File: src/rtl/spi_ram_pkg.sv
// Shared definitions for the SPI-to-RAM command sequencer:
// command word width, opcode encodings, FSM state encoding and a
// helper that sizes the shared wait/hold down-counter.
package spi_ram_pkg;

    localparam int CMD_W = 10;

    localparam logic [1:0] OP_WR_ADDR = 2'b00;
    localparam logic [1:0] OP_WR_DATA = 2'b01;
    localparam logic [1:0] OP_RD_ADDR = 2'b10;
    localparam logic [1:0] OP_RD_DATA = 2'b11;

    typedef enum logic [2:0] {
        ST_IDLE     = 3'd0,
        ST_WRITE    = 3'd1,
        ST_RD_ISSUE = 3'd2,
        ST_RD_WAIT  = 3'd3,
        ST_TX_HOLD  = 3'd4
    } state_e;

    // Width needed to hold the larger of the read latency and the hold count.
    function automatic int cnt_width(input int rd_lat, input int tx_hold);
        int max_v;
        max_v = (tx_hold > rd_lat) ? tx_hold : rd_lat;
        return (max_v < 2) ? 1 : $clog2(max_v + 1);
    endfunction

endpackage

File: src/rtl/spi_ram_ctrl_cnt.sv
// Loadable down-counter shared by the read-latency wait and the
// tx_valid hold window. Load wins over decrement; the count never
// wraps below zero. Flags are decoded from the registered count.
module spi_ram_ctrl_cnt #(
    parameter int WIDTH = 4
) (
    input  logic             clk,
    input  logic             rst_n,
    input  logic             load,
    input  logic [WIDTH-1:0] load_val,
    input  logic             dec,
    output logic             is_zero,
    output logic             is_one
);

    logic [WIDTH-1:0] count_r;

    // Count register: load a new value or step down towards zero.
    always_ff @(posedge clk or negedge rst_n) begin
        if (!rst_n) begin
            count_r <= '0;
        end else if (load) begin
            count_r <= load_val;
        end else if (dec && (count_r != '0)) begin
            count_r <= count_r - {{(WIDTH-1){1'b0}}, 1'b1};
        end else begin
            count_r <= count_r;
        end
    end

    assign is_zero = (count_r == '0);
    assign is_one  = (count_r == {{(WIDTH-1){1'b0}}, 1'b1});

endmodule

File: src/rtl/spi_ram_ctrl.sv
// Command sequencer between an SPI slave's parallel side and a
// single-port byte RAM. Decodes 10-bit command words, drives the RAM
// strobes with the configured read latency and presents read bytes on
// tx_valid/tx_data for TX_HOLD cycles.
// Optional feature: define SPI_RAM_CTRL_ERR_CNT_EN to add the saturating
// err_cnt port counting dropped (busy) and illegal (unarmed read) commands.
module spi_ram_ctrl
    import spi_ram_pkg::*;
#(
    parameter int ADDR_SIZE = 8,
    parameter int RD_LAT    = 1,
    parameter int TX_HOLD   = 9
) (
    input  logic                 clk,
    input  logic                 rst_n,
    input  logic                 rx_valid,
    input  logic [CMD_W-1:0]     rx_data,
    output logic                 tx_valid,
    output logic [7:0]           tx_data,
    output logic                 mem_en,
    output logic                 mem_we,
    output logic [ADDR_SIZE-1:0] mem_addr,
    output logic [7:0]           mem_din,
    input  logic [7:0]           mem_dout,
`ifdef SPI_RAM_CTRL_ERR_CNT_EN
    output logic [7:0]           err_cnt,
`endif
    output logic                 busy
);

    localparam int CNT_W = cnt_width(RD_LAT, TX_HOLD);

    state_e               state_r;
    logic [ADDR_SIZE-1:0] wr_addr_r;
    logic [ADDR_SIZE-1:0] rd_addr_r;
    logic                 rd_armed_r;

    logic [1:0]           opcode_s;
    logic [7:0]           payload_s;
    logic [ADDR_SIZE-1:0] pay_addr_s;

    logic                 cnt_load_s;
    logic [CNT_W-1:0]     cnt_val_s;
    logic                 cnt_dec_s;
    logic                 cnt_zero_s;
    logic                 cnt_one_s;

    assign opcode_s   = rx_data[9:8];
    assign payload_s  = rx_data[7:0];
    assign pay_addr_s = ADDR_SIZE'(payload_s);

    // Counter control: load latency on issue, hold count when data lands, else count down.
    always_comb begin
        cnt_load_s = 1'b0;
        cnt_val_s  = '0;
        cnt_dec_s  = 1'b0;
        case (state_r)
            ST_RD_ISSUE: begin
                cnt_load_s = 1'b1;
                cnt_val_s  = CNT_W'(RD_LAT - 1);
            end
            ST_RD_WAIT: begin
                if (cnt_zero_s) begin
                    cnt_load_s = 1'b1;
                    cnt_val_s  = CNT_W'(TX_HOLD);
                end else begin
                    cnt_dec_s  = 1'b1;
                end
            end
            ST_TX_HOLD: begin
                cnt_dec_s = 1'b1;
            end
            default: begin
                cnt_load_s = 1'b0;
            end
        endcase
    end

    spi_ram_ctrl_cnt #(
        .WIDTH (CNT_W)
    ) u_cnt (
        .clk      (clk),
        .rst_n    (rst_n),
        .load     (cnt_load_s),
        .load_val (cnt_val_s),
        .dec      (cnt_dec_s),
        .is_zero  (cnt_zero_s),
        .is_one   (cnt_one_s)
    );

    // Sequencer FSM with registered RAM strobes, busy and tx outputs.
    always_ff @(posedge clk or negedge rst_n) begin
        if (!rst_n) begin
            state_r    <= ST_IDLE;
            wr_addr_r  <= '0;
            rd_addr_r  <= '0;
            rd_armed_r <= 1'b0;
            mem_en     <= 1'b0;
            mem_we     <= 1'b0;
            mem_addr   <= '0;
            mem_din    <= 8'h00;
            tx_valid   <= 1'b0;
            tx_data    <= 8'h00;
            busy       <= 1'b0;
        end else begin
            // RAM strobes are single-cycle pulses; idle value is all-zero.
            mem_en   <= 1'b0;
            mem_we   <= 1'b0;
            mem_addr <= '0;
            mem_din  <= 8'h00;
            case (state_r)
                ST_IDLE: begin
                    if (rx_valid) begin
                        case (opcode_s)
                            OP_WR_ADDR: begin
                                wr_addr_r <= pay_addr_s;
                            end
                            OP_WR_DATA: begin
                                state_r  <= ST_WRITE;
                                busy     <= 1'b1;
                                mem_en   <= 1'b1;
                                mem_we   <= 1'b1;
                                mem_addr <= wr_addr_r;
                                mem_din  <= payload_s;
                            end
                            OP_RD_ADDR: begin
                                rd_addr_r  <= pay_addr_s;
                                rd_armed_r <= 1'b1;
                            end
                            OP_RD_DATA: begin
                                if (rd_armed_r) begin
                                    state_r  <= ST_RD_ISSUE;
                                    busy     <= 1'b1;
                                    mem_en   <= 1'b1;
                                    mem_addr <= rd_addr_r;
                                end else begin
                                    state_r <= ST_IDLE;
                                end
                            end
                            default: begin
                                state_r <= ST_IDLE;
                            end
                        endcase
                    end else begin
                        state_r <= ST_IDLE;
                    end
                end
                ST_WRITE: begin
                    state_r <= ST_IDLE;
                    busy    <= 1'b0;
                end
                ST_RD_ISSUE: begin
                    state_r <= ST_RD_WAIT;
                end
                ST_RD_WAIT: begin
                    if (cnt_zero_s) begin
                        tx_data    <= mem_dout;
                        tx_valid   <= 1'b1;
                        rd_armed_r <= 1'b0;
                        state_r    <= ST_TX_HOLD;
                    end else begin
                        state_r <= ST_RD_WAIT;
                    end
                end
                ST_TX_HOLD: begin
                    if (cnt_one_s) begin
                        tx_valid <= 1'b0;
                        busy     <= 1'b0;
                        state_r  <= ST_IDLE;
                    end else begin
                        state_r <= ST_TX_HOLD;
                    end
                end
                default: begin
                    state_r  <= ST_IDLE;
                    busy     <= 1'b0;
                    tx_valid <= 1'b0;
                end
            endcase
        end
    end

`ifdef SPI_RAM_CTRL_ERR_CNT_EN
    logic err_s;

    // A command is an error when it arrives while busy or reads while unarmed.
    assign err_s = rx_valid &&
                   ((state_r != ST_IDLE) ||
                    ((opcode_s == OP_RD_DATA) && !rd_armed_r));

    // Saturating error counter.
    always_ff @(posedge clk or negedge rst_n) begin
        if (!rst_n) begin
            err_cnt <= 8'h00;
        end else if (err_s && (err_cnt != 8'hFF)) begin
            err_cnt <= err_cnt + 8'd1;
        end else begin
            err_cnt <= err_cnt;
        end
    end
`endif

endmodule

File: config.mk
export PLATFORM = sky130hd
export DESIGN_NAME = spi_ram_ctrl
export DESIGN_NICKNAME = d
export VERILOG_FILES = /design/src/rtl/spi_ram_pkg.sv /design/src/rtl/spi_ram_ctrl_cnt.sv /design/src/rtl/spi_ram_ctrl.sv
export SDC_FILE = /design/constraint.sdc
export NUM_CORES = 1
export LEC_CHECK = 0
export CAP_MARGIN = 25
export CORE_ASPECT_RATIO = 0.75
export CORE_MARGIN = 5
export CORE_UTILIZATION = 50
export DETAILED_ROUTE_END_ITERATION = 8
export GPL_ROUTABILITY_DRIVEN = 0
export PLACE_DENSITY = 0.8
export SKIP_LAST_GASP = 1
export SYNTH_ARGS = -nofsm -noshare
export SYNTH_HDL_FRONTEND = slang
export SYNTH_HIERARCHICAL = 1
export SYNTH_SLANG_ARGS = --single-unit
File: constraint.sdc
create_clock -name clk -period 4 [get_ports clk]
set_input_delay 0.8 -clock clk [delete_from_list [all_inputs] [get_ports clk]]
set_output_delay 0.8 -clock clk [all_outputs]
set_load 0.02 [all_outputs]
Word level (Yosys, flattened, before mapping):

Cells that the tools add are included.
Widths: inputs -> output; s select.

* bits in registers: 52
* bits in latches: 0
* memory bits (writable): 0
* bits in read-only memories: 0
* input bits: 21
* word-level logic and storage cells: 84
* memories kept: 0

* $add $sub $neg: 1
* multiply operators: 0
* divide/modulo/power cells: 0
* $lt $le $gt $ge: 0
* eq/ne operators: 15
* shifts and indexed selects: 0
* multiplexer cells: 39
* bitwise operators: 2
* reductions and logical operators: 15

Operator list (number)
* $mux 8: 6
* $mux 4: 4
* $pmux 8 s2: 1
* $mux 1: 15
* $pmux 3 s4: 1
* $pmux 1 s2: 5
* $mux 3: 3
* $reduce_and 3->1: 3
* $eq 3x2->1 const B: 2
* $ne 2x2->1 const B: 3
* $pmux 1 s3: 2
* $pmux 3 s2: 1
* $reduce_and 5->1: 1
* $eq 2x2->1 const B: 2
* $eq 4x1->1 const B: 1
* $logic_not 4->1: 1
* $ne 4x2->1 const B: 1
* $reduce_and 4->1: 1
* $reduce_bool 2->1: 2
* $reduce_bool 4->1: 1
* $sub 4x1->4 const B: 1
* $eq 3x1->1 const B: 1
* $eq 3x3->1 const B: 1
* $logic_not 3->1: 1
* 11 further kinds: 12

Logic depth before layout (Yosys ltp):

Gate-level depths: netlist (run 1).

* word-level depth: 6
* depth in mapped cells: 9

Cells and area by module:

The synthesis (run 1) kept the hierarchy.

By module, submodules not included
* spi_ram_ctrl: times used 1, cells an instance 139, area an instance 1904.3 um^2, seq. area each 1201.2 um^2
* spi_ram_ctrl_cnt: times used 1, cells an instance 30, area an instance 266.5 um^2, seq. area each 100.1 um^2

Least setup slack after synthesis (run 1):

OpenSTA, ideal clock, no wires.

* kind: reg-to-reg
* from: register u_cnt.count_r[0]
* to: register u_cnt.count_r[3]
* library setup time: 73 ps
* arrival time: 2134 ps
* data required time: 3927 ps
* path slack: 1793 ps
* cell stages (with the launch flop): 10
* path buffers: 0
* period minus slack after synthesis: 2207 ps
* cells stage by stage: dfrtp_1 inv_1 ha_1 or3b_2 inv_1 nor2_1 a22o_1 or4b_1 or3_1 a2bb2oi_2

* word-level cells in the longest chain between the ends: 5
* elaborated cells between the ends (all ways): 13

Ends and longest elaborated chain
* from (decl): RTL line spi_ram_ctrl_cnt.sv:16 `logic [WIDTH-1:0] count_r;`
* from (signal assigned): RTL line spi_ram_ctrl_cnt.sv:23 `count_r <= load_val;`
* from (signal assigned): RTL line spi_ram_ctrl_cnt.sv:25 `count_r <= count_r - {{(WIDTH-1){1'b0}}, 1'b1};`
* from (signal assigned): RTL line spi_ram_ctrl_cnt.sv:27 `count_r <= count_r;`
* $logic_not 4->1: RTL line spi_ram_ctrl_cnt.sv:31 `assign is_zero = (count_r == '0);`
* named net cnt_zero_s: RTL line spi_ram_ctrl.sv:45 `logic cnt_zero_s;`
* $mux 1: RTL line spi_ram_ctrl.sv:63 `if (cnt_zero_s) begin`
* $pmux 1 s2: RTL line spi_ram_ctrl.sv:57 `case (state_r)`
* named net cnt_dec_s: RTL line spi_ram_ctrl.sv:44 `logic cnt_dec_s;`
* $logic_and 1x1->1: RTL line spi_ram_ctrl_cnt.sv:24 `end else if (dec && (count_r != '0)) begin`
* $reduce_bool 2->1 (no source line)

The timed path passes the listed nets, and every way through them passes these cells. The select of a mux whose other input is x is not followed.
A chain may end at the register's enable or synchronous reset.

Worst setup path in the final report (run 1):

Ends and elaborated chain as after synthesis.

==> summary.txt, run 1 <==
Yosys
  – Synthesized area: 2170 sq um
  – Synth area leaders: dfrtp_1 (60%), mux2_2 (12%), a22oi_1 (2.8%)
  – Seq/Total Area, Yosys: 0.599
  – Avg Cell Area, Syn: 12.8 sq um
  – Post-synthesis xor/xnor area fraction: 0
  – Yosys warns: 6
  – Synth Instances: 169
  – Synth Register Bits: 52
  – Synth area leader: dfrtp_1
  – Synth Area in Compound Gates: 0.0836
  – Count of cell types in the netlist: 36
  – Mux cell area share after synthesis: 0.124
  – Synth Area in Simple Gates: 0.148
  – Largest family of logic cells by synthesized area: simple AND/OR/NAND/NOR gates
  – Top_reg_cell synth: dfrtp_1
  – Post-synth EDFFs: 0
  – Asr flop ratio synth: 1.00
  – Post-Synth Adder-Cell Area: 0.0115
  – Area fraction of the dominant cell type after synthesis: 0.599

Timing
  – Fin crit share: 0.625
  – Worst-Margin Slew: 739 ps
  – Final TNS setup: 0 ps
  – Final Max Tran Viols: 0
  – Final Hold Viols: 0
  – FMAX: 400 MHz
  – Final Skew: 8.51 ps
  – Relative slew slack: 0.507
  – Final Setup Violations: 0
  – Min cycle time layout: 2500 ps
  – Worst setup margin: 1500 ps
  – Unrepaired setup endpoints after global routing: false

GRT
  – Met3 track demand over resource: 0.0470
  – Met2 Usage GRT: 0.317
  – Overall routing resource usage: 0.177
  – Global routing's busiest layer: met2
  – Grt total ovfl: 0
  – Largest net degree at the start of global routing: 30
  – Global-route wire length before repair: 7780 microns
  – Met1 Usage GRT: 0.207
  – Initial antenna violation count: 0
  – Vias in the first global route: 1,623

Worst setup path
  – Reg2Reg Setup Slack: 1500 ps
  – WP data required: 4230 ps
  – Crit path kind: reg2reg
  – Most frequent CP cell: inv_1
  – CP top delay family: simple AND/OR/NAND/NOR gates
  – Buf/Inv on CP: 2
  – Max FO, Critical Path: 7
  – CP cell instances: inv_1 > ha_1 > or3b_2 > inv_1 > nor2_1 > a22o_1 > or4b_1 > or3_1 > a2bb2oi_2
  – Reg-to-reg endpoint: u_cnt/count_r[3]
  – Reg-to-Reg Start: u_cnt/count_r[0]
  – Worst setup EP type: flop
  – Crit-path slowest cell: or4b_1
  – Startpoint types: flop
  – Largest stage delay, worst path: 490 ps
  – Worst EP arrival: 2730 ps
  – Reg2reg path depth: 9

Routing
  – Post-Route WL: 4550 microns
  – First drt pass iteration count: 4
  – Detail Route Antenna Nets: 0
  – Iter 0 DRT Violations: 32
  – Vias/cell: 5.37
  – Wire per inst: 16.5 microns
  – Vias: 1,477
  – DRC: 0

Power
  – Maximum vdd drop: 0.419 mV
  – P_leak: 1.26 nW
  – Power per standard cell area: 694 nW/um^2

Place
  – Placed Instance Area: 2690 sq um
  – Port Buf Inserts: 48
  – Place WS: 1470 ps
  – Detailed Place HPWL: 3290 microns

Floorplanning
  – Site row count: 20
  – Die footprint: 5770 sq um
  – Ports: 49
  – Core area: 4130 sq um
  – Initial Utilization: 0.526
  – Die Wd: 86.1 microns
  – Die H: 67.1 microns

Clock network
  – Clk sink count: 52
  – Clock Path Buffers: 2
  – Clock latency on the worst-skew pair: 300 ps
  – CTS Buf Count: 5
  – Post-CTS Hold Buffers: 0
  – CTS tree: yes
  – Root Buffer Master: clkbuf_8
  – Post-CTS setup buffers: 0
  – Clk pin slew, worst setup/hold paths: 90 ps
  – CTS resizes: 0
  – H-tree depth: 2

Flow run
  – Maxcap violations: 0

Finish
  – Share of layout cells above drive strength 1: 0.218
  – Number of diodes: 0
  – Layout Nets: 242
  – Fin area: 2850 sq um
  – Area Overhead vs Synth: 31.4%

Status
  – Status: finished, final reports clean

Hold path
  – Hold Crit Class: in2async
-- cell type report --
cell class / instances / area [sq um]
tap: 55 / 68.8
clock inverter: 3 / 90.1
fill: 308 / 1280
clock buffer: 5 / 68.8
multi-input combinational: 105 / 806
timing repair buffer: 49 / 495
inverter: 6 / 22.5
sequential: 52 / 1300
-- sequential cells by signal, indices dropped and copies added (netlist names) --
signal,flops
busy,1
mem_addr,8
mem_din,8
mem_en,1
mem_we,1
rd_addr_r,8
rd_armed_r,1
state_r,3
tx_data,8
tx_valid,1
u_cnt/count_r,4
wr_addr_r,8
-- cells in the mapped netlist (2+ instances only) --
library cell	count
ha_1	2
inv_1	6
nand2_1	9
nor2b_1	4
nor3_4	3
a21oi_1	3
a32oi_1	2
buf_4	2
a31oi_1	2
nor2_1	14
buf_2	3
a22oi_1	8
o21ai_0	5
and3_1	2
and2_2	4
mux2_2	24
nand3_1	3
dfrtp_1	52
and2_1	4
-- through the flow --
stage	std cells	hold WS, ps	power (mW)	util
after floorplan	170	478	1.27	-
after global placement	266	489	1.46	0.648
after detailed placement	267	497	1.51	0.652
after CTS	275	486	2.00	0.691
after global routing	275	516	2.10	0.691
final	275	479	1.98	0.691
-- power breakdown --
part | total [mW] | internal, mW | switching [mW]
Clock | 0.478 | 0.313 | 0.165
Sequential | 0.833 | 0.704 | 0.129
Combinational | 0.670 | 0.345 | 0.324
-- layout by cell type, fill, tap and decap left out, drive strengths merged, types with 2 or more instances in the layout --
cell type / synthesis / layout
clkdlybuf4s50: 0 / 47
bufinv: 0 / 3
nand3: 3 / 3
a21oi: 3 / 3
a22oi: 8 / 8
dfrtp: 52 / 52
nor2b: 5 / 5
conb: 1 / 2
o21ai: 5 / 5
mux2: 24 / 24
nand2: 9 / 9
a31oi: 2 / 2
buf: 7 / 2
a32oi: 2 / 2
ha: 2 / 2
or3: 2 / 2
and2: 8 / 8
nor3: 4 / 4
inv: 6 / 6
nor2: 14 / 14
clkbuf: 0 / 5
and3: 2 / 2
-- worst max path at each step --
| stage | start | end | depth (start not counted) |
|---|---|---|---|
| CTS | u_cnt/count_r[0] | u_cnt/count_r[3] | 9 |
| floorplan | u_cnt/count_r[0] | u_cnt/count_r[3] | 9 |
| global placement | rx_valid | rd_addr_r[6] | 4 |
| finish | u_cnt/count_r[0] | u_cnt/count_r[3] | 9 |
| global route | u_cnt/count_r[0] | u_cnt/count_r[3] | 9 |
| detailed placement | rx_valid | rd_addr_r[2] | 4 |
-- kinds of logic after synthesis --
group / Yosys count
other cells: 1
fa+ha+maj: 2
flops: 52
compound gates: 25
mux: 24
simple gates: 52
buf+inv: 13
-- per-layer routing --
layer,vias to the layer above,part of all wire
met5,-,0
met4,0,0.012
met3,6,0.057
met2,38,0.51
met1,752,0.42
li1,681,-
Power figures use the tool's default switching activity.
==> run 2, diff against run 1 <==
--- a/config.mk
+++ b/config.mk
@@ -8,10 +8,10 @@
 export CAP_MARGIN = 25
 export CORE_ASPECT_RATIO = 0.75
 export CORE_MARGIN = 5
-export CORE_UTILIZATION = 50
+export CORE_UTILIZATION = 45
 export DETAILED_ROUTE_END_ITERATION = 8
 export GPL_ROUTABILITY_DRIVEN = 0
-export PLACE_DENSITY = 0.8
+export PLACE_DENSITY = 0.77
 export SKIP_LAST_GASP = 1
 export SYNTH_ARGS = -nofsm -noshare
 export SYNTH_HDL_FRONTEND = slang
==> constraint.sdc (replaced) <==
create_clock -name clk -period 2.2 [get_ports clk]
set_input_delay 0.44 -clock clk [delete_from_list [all_inputs] [get_ports clk]]
set_output_delay 0.44 -clock clk [all_outputs]
set_load 0.02 [all_outputs]
==> summary.txt, run 2 (synthesis gave the netlist of run 1 again) <==
Floorplanning
  – Site row count: 21 (+5.0%)
  – Die footprint: 6330 sq um (+9.6%)
  – Die H: 70.2 microns (+4.6%)
  – Core area: 4570 sq um (+11%)
  – Die Wd: 90.2 microns (+4.8%)
  – Initial Utilization: 0.475 (-0.0509)
  – Ports: 49 (unchanged)

Routing
  – First drt pass iteration count: 4 (unchanged)
  – DRC: 0 (unchanged)
  – Wire per inst: 15.9 microns (-4.1%)
  – Iter 0 DRT Violations: 92 (+190%)
  – Post-Route WL: 4680 microns (+2.9%)
  – Vias: 1,536 (+4.0%)
  – Vias/cell: 5.21 (-3.1%)
  – Detail Route Antenna Nets: 0 (unchanged)

Timing
  – Min cycle time layout: 2170 ps (-329 ps)
  – Relative slew slack: 0.602 (+0.0958)
  – Worst-Margin Slew: 597 ps (-142 ps)
  – Final Setup Violations: 0 (unchanged)
  – Fin crit share: 0.987 (+0.362)
  – Unrepaired setup endpoints after global routing: true
  – Final Skew: 2.51 ps (-6.00 ps)
  – Final Hold Viols: 0 (unchanged)
  – Final Max Tran Viols: 0 (unchanged)
  – Worst setup margin: 28.0 ps (-1470 ps)
  – FMAX: 460 MHz (+15%)

Clock network
  – CTS Buf Count: 5 (unchanged)
  – Clock Path Buffers: 2 (unchanged)
  – Root Buffer Master: clkbuf_8
  – Post-CTS Hold Buffers: 0 (unchanged)
  – CTS tree: yes
  – H-tree depth: 2 (unchanged)
  – Clock latency on the worst-skew pair: 300 ps (about the same)
  – Clk sink count: 52 (unchanged)
  – Clk pin slew, worst setup/hold paths: 90 ps (about the same)

GRT
  – Grt total ovfl: 0 (unchanged)
  – Overall routing resource usage: 0.152 (-0.0243)
  – Vias in the first global route: 1,625 (+0.12%)
  – Initial antenna violation count: 0 (unchanged)
  – Global-route wire length before repair: 7740 microns (-0.45%)
  – Largest net degree at the start of global routing: 28 (-6.7%)

Worst setup path
  – Max FO, Critical Path: 5 (-2)
  – WP data required: 2440 ps (-1790 ps)
  – Reg2reg path depth: 9 (unchanged)
  – Reg-to-Reg Start: u_cnt/count_r[1]
  – CP endpoint: u_cnt/count_r[3]
  – Worst EP arrival: 2410 ps (-320 ps)
  – Crit. Startpoint: u_cnt/count_r[1]
  – Reg2Reg Setup Slack: 30 ps (-1470 ps)
  – Worst setup EP type: flop
  – Reg-to-reg endpoint: u_cnt/count_r[3]
  – Crit path kind: reg2reg
  – Startpoint types: flop

Place
  – Port Buf Inserts: 48 (unchanged)
  – Place WS: -25.9 ps (-1500 ps)
  – Detailed Place HPWL: 3240 microns (-1.5%)
  – Cell count after placement: 279 (+4.5%)
  – Placed Instance Area: 2790 sq um (+3.4%)

Finish
  – Most frequent cells in the layout: dfrtp_1 (52), clkdlybuf4s50_1 (47), mux2_2 (24), buf_4 (18), nor2_1 (13)
  – Post-route insts no fill: 295 (+7.3%)
  – Layout Nets: 260 (+7.4%)
  – Post-layout util: 0.646 (-0.0448)
  – Number of diodes: 0 (unchanged)
  – Area Overhead vs Synth: 36.1%
  – Share of layout cells above drive strength 1: 0.298 (+0.0801)
  – Fill count: 353 (+15%)
  – Fin area: 2950 sq um (+3.6%)
  – Most common cell after layout, fill and taps aside: dfrtp_1

Power
  – Maximum vdd drop: 0.706 mV (+68%)
  – Total power: 3.53 mW (+78%)
  – P_leak: 1.31 nW (+4.4%)
  – Power per standard cell area: 1200 nW/um^2 (+72%)

Hold path
  – Hold Crit Class: in2async

Status
  – Status: finished, final reports clean

Flow run
  – Maxcap violations: 0 (unchanged)
[run 2: cell type report]
type / count / area [sq um] / area share
clock inverters: 1 / 7.51 / 0.00254
flip-flops and latches: 52 / 1300 / 0.440
clock buffers: 7 / 86.3 / 0.0292
inverters: 6 / 25.0 / 0.00847
multi-input cells: 105 / 832 / 0.282
repair buffers: 67 / 631 / 0.213
well taps: 57 / 71.3 / 0.0241
[run 2: worst min-delay path by stage]
stage          startpoint         end  cells past startpoint
2_1_floorplan       rst_n        busy                      0
3_3_place_gp        rst_n  tx_data[3]                      1
3_5_place_dp        rst_n  tx_data[3]                      1
4_1_cts             rst_n  tx_data[3]                      1
5_1_grt             rst_n  tx_data[3]                      1
6_report            rst_n  tx_data[2]                      1
[run 2: power by group]
part           internal (mW)  switching, mW
clock                  0.256          0.297
sequential              1.28          0.218
combinational          0.795          0.687
[run 2: metal layers]
metal / part of all wire / global-route usage / vias up
met2: 0.47 / 0.244 / 50
met3: 0.061 / 0.0376 / 14
met5: 0 / 0 / -
met4: 0.030 / 0.0678 / 0
met1: 0.44 / 0.196 / 748
li1: - / - / 724
[run 2: critical path: stages, from the launching register on]
cell       delay (ps)
dfrtp_1           370
inv_2              60
ha_4              160
or3b_4            250
inv_4              50
nor2_4             80
a22o_1            160
or4b_4            470
or3_1             380
a2bb2oi_2         130
[run 2: metrics by stage]
stage,TNS [ps],hold slack [ps]
after floorplan,0,144
after CTS,0,147
final,0,131
after detailed placement,-25.9,483
after global placement,0,479
after global routing,-71.7,180
[run 2: repair_timing]
action | 4_1_cts | 5_1_grt
endpoints found under the setup margin | 1 | 2
gates cloned | 0 | 0
resized for setup | 0 | 3
pin swaps | 0 | 5
buffers inserted | 2 | 6
